### src/rtl/anim_sequencer_if.sv
// -----------------------------------------------------------------------------
// anim_sequencer_if
// Direct-select request channel into the animation sequencer.
//   req_valid : requester has an animation ID to show
//   req_id    : requested animation ID (ID_W bits)
//   req_ready : sequencer can take a request this cycle
// The master modport is the requester; the slave modport is the sequencer.
// -----------------------------------------------------------------------------
interface anim_sequencer_if #(
   parameter int ID_W = 2
);
   logic            req_valid;
   logic [ID_W-1:0] req_id;
   logic            req_ready;

   modport master (output req_valid, output req_id, input req_ready);
   modport slave  (input req_valid, input req_id, output req_ready);
endinterface

### src/rtl/anim_sequencer.sv
// -----------------------------------------------------------------------------
// anim_sequencer
// Chooses which animation ROM feeds pixel words to the SPI LCD driver. A go
// rising edge steps to the next animation, a direct request selects a given ID,
// and every switch is held back until the next frame boundary so the panel
// never tears. A non-idle animation falls back to IDLE_ID after
// TIMEOUT_FRAMES complete frames (0 disables the fallback).
// Ports:
//   clk, rst       : clock, asynchronous active-high reset
//   req            : request channel (slave side)
//   go             : level input, rising edge steps the animation
//   lcd_addr_x/y   : pixel address currently requested by the LCD driver
//   anim_data      : all animation pixel words, source k at [k*PIX_W +: PIX_W]
//   ram_data       : pixel word of the displayed animation (combinational)
//   cur_anim       : displayed animation ID
//   pending        : a switch is waiting for the next frame boundary
//   frame_tick     : registered one-cycle pulse marking a new frame
// -----------------------------------------------------------------------------
module anim_sequencer #(
   parameter int NUM_ANIM       = 4,
   parameter int PIX_W          = 16,
   parameter int ID_W           = 2,
   parameter int IDLE_ID        = 0,
   parameter int TIMEOUT_FRAMES = 600,
   parameter int CNT_W          = 16
) (
   input  logic                      clk,
   input  logic                      rst,
   anim_sequencer_if.slave           req,
   input  logic                      go,
   input  logic [7:0]                lcd_addr_x,
   input  logic [7:0]                lcd_addr_y,
   input  logic [NUM_ANIM*PIX_W-1:0] anim_data,
   output logic [PIX_W-1:0]          ram_data,
   output logic [ID_W-1:0]           cur_anim,
   output logic                      pending,
   output logic                      frame_tick
);

   typedef enum logic {SHOW, PENDING} state_t;

   localparam logic [ID_W:0]    NUM_ANIM_X = (ID_W+1)'(NUM_ANIM);
   localparam logic [ID_W-1:0]  LAST_ID    = ID_W'(NUM_ANIM - 1);
   localparam logic [ID_W-1:0]  IDLE       = ID_W'(IDLE_ID);
   localparam bit               TO_EN      = (TIMEOUT_FRAMES != 0);
   localparam logic [CNT_W-1:0] TO_LAST    = CNT_W'(TIMEOUT_FRAMES - 1);

   state_t           state, state_next;
   logic [ID_W-1:0]  target, target_next;
   logic [ID_W-1:0]  cur_next;
   logic [CNT_W-1:0] frame_cnt, cnt_next;
   logic             go_d;
   logic [7:0]       prev_x, prev_y;
   logic             go_rise;
   logic             frame_start;
   logic             req_in_range;

   // A frame begins when the driver arrives at (0,0) from any other address;
   // the driver may dwell on (0,0) for several cycles, which must count once.
   // prev_x/prev_y reset to 8'hFF so the very first (0,0) after reset counts.
   assign frame_start  = (lcd_addr_x == 8'd0) && (lcd_addr_y == 8'd0) &&
                         !((prev_x == 8'd0) && (prev_y == 8'd0));
   assign go_rise      = go && !go_d;
   assign req_in_range = ({1'b0, req.req_id} < NUM_ANIM_X);

   assign pending       = (state == PENDING);
   assign req.req_ready = (state == SHOW);

   // Pixel mux: zero latency so the driver sees the new animation on the same
   // edge cur_anim changes. Scanning the sources avoids indexing past NUM_ANIM
   // when ID_W has spare codes.
   always_comb begin
      ram_data = '0;
      for (int k = 0; k < NUM_ANIM; k++) begin
         if (cur_anim == ID_W'(k)) begin
            ram_data = anim_data[k*PIX_W +: PIX_W];
         end
      end
   end

   // Next-state logic. In SHOW a request beats go, and go beats the timeout
   // count; an out-of-range request is swallowed but still blocks the lower
   // priorities that cycle. The timeout return happens directly because it is
   // evaluated at a frame boundary already. In PENDING everything waits for
   // the boundary, where the latched target is applied and the frame count
   // restarts, even when the target equals the current animation.
   always_comb begin
      state_next  = state;
      target_next = target;
      cur_next    = cur_anim;
      cnt_next    = frame_cnt;
      case (state)
         SHOW: begin
            if (req.req_valid) begin
               if (req_in_range) begin
                  target_next = req.req_id;
                  state_next  = PENDING;
               end
            end else if (go_rise) begin
               target_next = (cur_anim == LAST_ID) ? {ID_W{1'b0}} : cur_anim + 1'b1;
               state_next  = PENDING;
            end else if (frame_start && TO_EN && (cur_anim != IDLE)) begin
               if (frame_cnt == TO_LAST) begin
                  cur_next = IDLE;
                  cnt_next = '0;
               end else begin
                  cnt_next = frame_cnt + 1'b1;
               end
            end
         end
         PENDING: begin
            if (frame_start) begin
               cur_next   = target;
               cnt_next   = '0;
               state_next = SHOW;
            end
         end
         default: begin
            state_next = SHOW;
         end
      endcase
   end

   // State register and the registered side signals. frame_tick is the
   // registered copy of frame_start, so it rises on the same edge that
   // applies a pending switch.
   always_ff @(posedge clk or posedge rst) begin
      if (rst) begin
         state      <= SHOW;
         cur_anim   <= IDLE;
         target     <= IDLE;
         frame_cnt  <= '0;
         frame_tick <= 1'b0;
         go_d       <= 1'b0;
         prev_x     <= 8'hFF;
         prev_y     <= 8'hFF;
      end else begin
         state      <= state_next;
         cur_anim   <= cur_next;
         target     <= target_next;
         frame_cnt  <= cnt_next;
         frame_tick <= frame_start;
         go_d       <= go;
         prev_x     <= lcd_addr_x;
         prev_y     <= lcd_addr_y;
      end
   end

endmodule

### src/flat_wrapper.sv
// flat-port wrapper written by rule: the top's interface ports become plain ports
module anim_sequencer_flat 
#(
   parameter int NUM_ANIM       = 4,
   parameter int PIX_W          = 16,
   parameter int ID_W           = 2,
   parameter int IDLE_ID        = 0,
   parameter int TIMEOUT_FRAMES = 600,
   parameter int CNT_W          = 16
)
  (clk, rst, go, lcd_addr_x, lcd_addr_y, anim_data, ram_data, cur_anim, pending, frame_tick, req_req_valid, req_req_id, req_req_ready);
  anim_sequencer_if #(.ID_W(ID_W)) req_i ();
  input  logic clk;
  input  logic rst;
  input  logic go;
  input  logic [7:0] lcd_addr_x;
  input  logic [7:0] lcd_addr_y;
  input  logic [NUM_ANIM*PIX_W-1:0] anim_data;
  output logic [PIX_W-1:0] ram_data;
  output logic [ID_W-1:0] cur_anim;
  output logic pending;
  output logic frame_tick;
  input wire logic [$bits(req_i.req_valid)-1:0] req_req_valid;
  input wire logic [$bits(req_i.req_id)-1:0] req_req_id;
  output wire logic [$bits(req_i.req_ready)-1:0] req_req_ready;
  assign req_i.req_valid = req_req_valid;
  assign req_i.req_id = req_req_id;
  assign req_req_ready = req_i.req_ready;
  anim_sequencer #(.NUM_ANIM(NUM_ANIM), .PIX_W(PIX_W), .ID_W(ID_W), .IDLE_ID(IDLE_ID), .TIMEOUT_FRAMES(TIMEOUT_FRAMES), .CNT_W(CNT_W)) u_core (.clk(clk), .rst(rst), .req(req_i), .go(go), .lcd_addr_x(lcd_addr_x), .lcd_addr_y(lcd_addr_y), .anim_data(anim_data), .ram_data(ram_data), .cur_anim(cur_anim), .pending(pending), .frame_tick(frame_tick));
endmodule
### config.mk
export PLATFORM = sky130hd
export DESIGN_NAME = anim_sequencer_flat
export DESIGN_NICKNAME = d
export VERILOG_FILES = /design/src/rtl/anim_sequencer_if.sv /design/src/rtl/anim_sequencer.sv /design/src/flat_wrapper.sv
export SDC_FILE = /design/constraint.sdc
export NUM_CORES = 1
export LEC_CHECK = 0
export CAP_MARGIN = 40
export CORE_ASPECT_RATIO = 1.1
export CORE_MARGIN = 5
export CORE_UTILIZATION = 44
export CTS_CLUSTER_DIAMETER = 40
export CTS_CLUSTER_SIZE = 24
export DETAILED_ROUTE_END_ITERATION = 6
export HOLD_SLACK_MARGIN = 0.15
export PLACE_DENSITY = 0.93
export SLEW_MARGIN = 20
export SYNTH_ARGS = -nofsm -noshare
export SYNTH_HDL_FRONTEND = slang
export SYNTH_SLANG_ARGS = --single-unit
### constraint.sdc
create_clock -name clk -period 5.1 [get_ports clk]
set_clock_uncertainty 0.15 [all_clocks]
set_input_delay 0.51 -clock clk [delete_from_list [all_inputs] [get_ports clk]]
set_output_delay 0.51 -clock clk [all_outputs]
set_load 0.02 [all_outputs]
== After elaboration in Yosys (flattened, before gate mapping) ==
Index checks and enable logic that the tools add are counted.
Storage, ports and cells
  register bits after elaboration: 39
  input bits: 86
  output and inout port bits: 21
  word-level logic and storage cells: 60
Cells by class
  add/subtract/negate cells: 2
  eq/ne operators: 9
  muxes and demuxes: 23
  bitwise gates (word level): 1
  reduce and logical (&&, ||, !) cells: 17
Operators with widths (number)
  2-to-1 mux 16 bit: 9
  logical NOT 8 bit: 4
  case mux 16 bit (2 select lines): 1
  adder 16 x 1 -> 16 bit, second input constant: 1
  equality test 16 x 10 -> 1 bit, second input constant: 1
  2-to-1 mux 2 bit: 8
  inequality test 2 bit, second input constant: 3
  logical AND 1 bit: 5
  AND reduction 5 bit: 1
  equality test 2 bit, second input constant: 2
  inequality test 2 x 1 -> 1 bit, second input constant: 2
  case mux 2 bit (2 select lines): 1
  AND reduction 4 bit: 1
  nonzero test 2 bit: 2
  2-to-1 mux 1 bit: 3
  adder 2 x 1 -> 2 bit, second input constant: 1
  equality test 2 x 1 -> 1 bit, second input constant: 1
  logical NOT 1 bit: 2
  logical NOT 2 bit: 1
  case mux 1 bit (2 select lines): 1
  AND reduction 2 bit: 1
  inverter 1 bit: 1

== Longest topological paths before layout ==
  depth after elaboration: 9
  mapped depth: 9
  mapped depth without buffers: 7

== Worst setup path after synthesis ==
OpenSTA, ideal clock, no wires.
  kind: flip-flop to output port
  start point: reg u_core.cur_anim[1]
  end point: out ram_data[5]
  arrival time: 2127 ps
  data required time: 4440 ps
  slack: 2313 ps
  cell stages (with the launch flop): 10
  buffers on the path: 2
  cell sequence: dfrtp_1 inv_1 ha_1 clkbuf_1 nor2b_1 buf_2 a22oi_1 nor2_1 a21oi_1 o21ai_0
On the way
  word-level cells in the longest chain between the ends: 5
  elaborated cells on any way between the ends: 8
  those cells by class: 3 x eq/ne; 4 x mux; 1 x reduce/logical
RTL lines
  from (decl): RTL line anim_sequencer.sv:35  | output logic [ID_W-1:0] cur_anim,
  from (signal assigned): RTL line anim_sequencer.sv:139  | cur_anim <= cur_next;
  logical NOT 2 bit: RTL line anim_sequencer.sv:75  | if (cur_anim == ID_W'(k)) begin
  2-to-1 mux 16 bit (3 in series): RTL line anim_sequencer.sv:75
  2-to-1 mux 16 bit (*): RTL line anim_sequencer.sv:75
  to (decl): RTL line flat_wrapper.sv:19  | output logic [PIX_W-1:0] ram_data;
Mark *: on every way between the ends. The rest lies on a longest branch, timed or not.

== Worst setup path after layout ==
  start point: reg u_core.cur_anim[1]
  end point: out ram_data[3]
Same word-level chain as after synthesis.

==> results.yml <==
setup_path:
  worstPathRequired_ps: 4440
  worstPathArrival_ps: 3140
  crit_fanout: 18
  reg2reg_depth: 6
  crit_type: "reg2out"
  cp-end-kind: "output port"
  startpoint_type: "flop"
die:
  chipWidth_um: 77.8
  boundaryPins: 107
  die_h_um: 84.6
  initial_core_util_pct: 44.8
  die_area_sq_um: 6590
  row_count: 27
  fp.coreArea_sq_um: 4970
grt:
  grt_max_degree: 40
  track_usage_pct: 20.8
  grt_pass1_wl_mm: 11.1
  antenna_found_initial: 0
  grt_pass1_vias: 2249
  grt_overflow: 0
detailed_routing:
  via_count: 2319
  drt-wirelength-per-cell_um: 16.9
  viasPerCell: 5.60
  routed_wl_mm: 6.98
  drt-pass1-iter-count: 5
  ant_nets: 0
  drc_errors: 0
  drt_iter0_markers: 194
yosys:
  mappedNetlistArea_sq_um: 2230
  synth_fp_nets: 342
  ys_ff_latch: 39
  yosysWarnings: 0
  avgSynthCellArea_sq_um: 8.87
  ys_types: 39
  ys_seq_area_share_pct: 44.7
  netlist_instances: 251
place:
  place_area_sq_um: 3340
  dpl_worst_slack_ps: 1670
  dp_hpwl_mm: 5.51
  gp_congestion: 0.929
  portBuffers: 106
clock_tree:
  insertion_delay_ps: 290
  cts_resized: 0
  cts_buffers: 5
  cts_hold_buf: 0
  cts.sinks: 39
  cts_root_buf: "clkbuf_8"
  tritoncts: "yes"
  cts.htree.levels: 2
  path_clk_slew_ps: 70
  cts_buffer_depth: 2
  post_cts_buffers: 0
layout:
  syn_to_final_growth_pct: 54.5
  drive_gt1_share_pct: 9.83
  nNetsFinal: 446
  n_antenna_cell: 0
  final_design_area_no_fill_sq_um: 3440
worst_hold_path:
  hold_class: "reg2reg"
  hold_path_depth: 2
sta:
  period_needed_ps: 3800
  rsz0062_at_grt: "no"
  slew_viol_final: 0
  setup_tns_ps: 0
  worstMarginPinSlew_ps: 595
  setup_viol: 0
  fin_crit_sh_pct: 74.6
  setup_slack_ps: 1300
  hold_viol: 0
  fmax_mhz: 263
  max_slew_margin_pct: 60.2
power_and_ir_drop:
  peakVddDrop_mv: 0.277
  p_leak_nw: 1.37
  finalPower_w: 0.000656
  power_density_nw_per_um2: 191
job:
  drv_cap: 0
run_status:
  status: "finished clean"
==> cell usage after synthesis <==
| cell | instances | share of area [%] |
|---|---|---|
| or4_1 | 1 | 0.34 |
| nor4b_4 | 1 | 1.1 |
| nor2b_1 | 3 | 0.84 |
| and4b_1 | 1 | 0.45 |
| nand2_1 | 28 | 4.7 |
| mux2i_1 | 1 | 0.45 |
| nand2b_1 | 1 | 0.28 |
| buf_4 | 1 | 0.34 |
| o31ai_1 | 8 | 2.7 |
| a31oi_1 | 4 | 1.1 |
| clkinv_2 | 1 | 0.22 |
| dfstp_2 | 16 | 19 |
| ha_1 | 5 | 2.8 |
| nand3b_4 | 1 | 0.90 |
| nor3_1 | 3 | 0.67 |
| nor2_1 | 26 | 4.4 |
| nand3_2 | 1 | 0.45 |
| dfrtp_1 | 23 | 26 |
| clkbuf_1 | 9 | 1.5 |
| o41ai_1 | 2 | 0.79 |
| a41o_1 | 1 | 0.45 |
| a22o_1 | 2 | 0.79 |
| nand3b_1 | 2 | 0.67 |
| nor4b_1 | 2 | 0.79 |
| nand3_1 | 10 | 2.2 |
| and2b_2 | 1 | 0.39 |
| and3_1 | 2 | 0.56 |
| nand3_4 | 1 | 0.79 |
| nand4_1 | 4 | 1.1 |
| a41oi_1 | 1 | 0.39 |
| a22oi_1 | 15 | 5.1 |
| o21ai_0 | 38 | 8.5 |
| buf_2 | 2 | 0.45 |
| o31ai_4 | 1 | 0.96 |
| buf_6 | 1 | 0.51 |
| a21oi_1 | 19 | 4.3 |
| inv_1 | 4 | 0.67 |
| nor4_1 | 8 | 2.2 |
| or2b_1 | 1 | 0.34 |
==> critical path: stages (launching register included) <==
cell	delay (ps)
dfrtp_1	410
inv_1	80
ha_1	400
nor2b_1	570
buf_4	270
a22oi_1	80
nor2_1	120
a21oi_1	40
o21ai_0	230
clkdlybuf4s50_1	650
==> state kept, by name, summed over array words and instances, names as in the netlist <==
name / cells
u_core.pending: 1
u_core.frame_tick: 1
u_core.target: 2
u_core.go_d: 1
u_core.cur_anim: 2
u_core.prev_x: 8
u_core.frame_cnt: 16
u_core.prev_y: 8
==> per-layer routing <==
layer	GRT usage [%]	part of all wire [%]	routed length [um]
met1	25.8	39	2710
met4	6.56	2.2	151
met2	36.2	54	3750
met3	3.86	5.2	360
met5	0	0	0
==> placed cells by master, fill, tap and decap left out, types with 5 or more instances in the layout <==
| cell | Yosys | routed |
|---|---|---|
| dfrtp_1 | 23 | 23 |
| nor4_1 | 8 | 8 |
| clkdlybuf4s50_1 | 0 | 106 |
| nand2_1 | 28 | 28 |
| clkbuf_8 | 0 | 6 |
| dfstp_2 | 16 | 16 |
| a22oi_1 | 15 | 15 |
| ha_1 | 5 | 5 |
| nand3_1 | 10 | 10 |
| o31ai_1 | 8 | 8 |
| nor2_1 | 26 | 26 |
| a21oi_1 | 19 | 19 |
| o21ai_0 | 38 | 38 |
==> power by group <==
group | switching [W] | internal, W
clock network | 0.000108 | 0.000111
logic | 0.0000383 | 0.0000758
registers | 0.00000260 | 0.000321
==> worst paths after layout <==
path	start	to	slack, ps
setup / recovery	u_core.cur_anim[1]$_DFFE_PP0P_	ram_data[3]	1300
hold / removal	u_core.target[1]$_DFFE_PP0P_	u_core.target[1]$_DFFE_PP0P_	360
setup reg to reg	u_core.frame_cnt[0]$_DFFE_PP0P_	u_core.frame_cnt[2]$_DFFE_PP0P_	2790
hold reg to reg	u_core.target[1]$_DFFE_PP0P_	u_core.target[1]$_DFFE_PP0P_	360
max in group asynchronous	rst	u_core.prev_y[4]$_DFF_PP1_	3970
min in group asynchronous	rst	u_core.frame_cnt[4]$_DFFE_PP0P_	480
==> cells by family after synthesis <==
group | share of synthesized area (%)
AO/OA/AOI/OAI | 25.1
adder cells (fa/ha/maj) | 2.81
buffers and inverters | 3.71
flip-flops | 44.7
multiplexers | 0.449
AND/OR/NAND/NOR | 23.3
==> area by class of cell <==
type	instances	area, sq um
Fill cell	368	1530
Clock buffer	6	82.6
Multi-Input combinational cell	194	1150
Clock inverter	2	15.0
Tap cell	58	72.6
Timing Repair Buffer	110	1110
Sequential cell	39	996
Inverter	5	20.0
==> through the flow <==
stage | std cells | utilization, % | hold slack [ps]
after floorplan | 251 | - | 300
after global placement | 403 | 66.6 | 323
after detailed placement | 406 | 67.3 | 335
after CTS | 414 | 69.3 | 354
after global routing | 414 | 69.3 | 397
final | 414 | 69.3 | 363
Power figures use the tool's default switching activity.
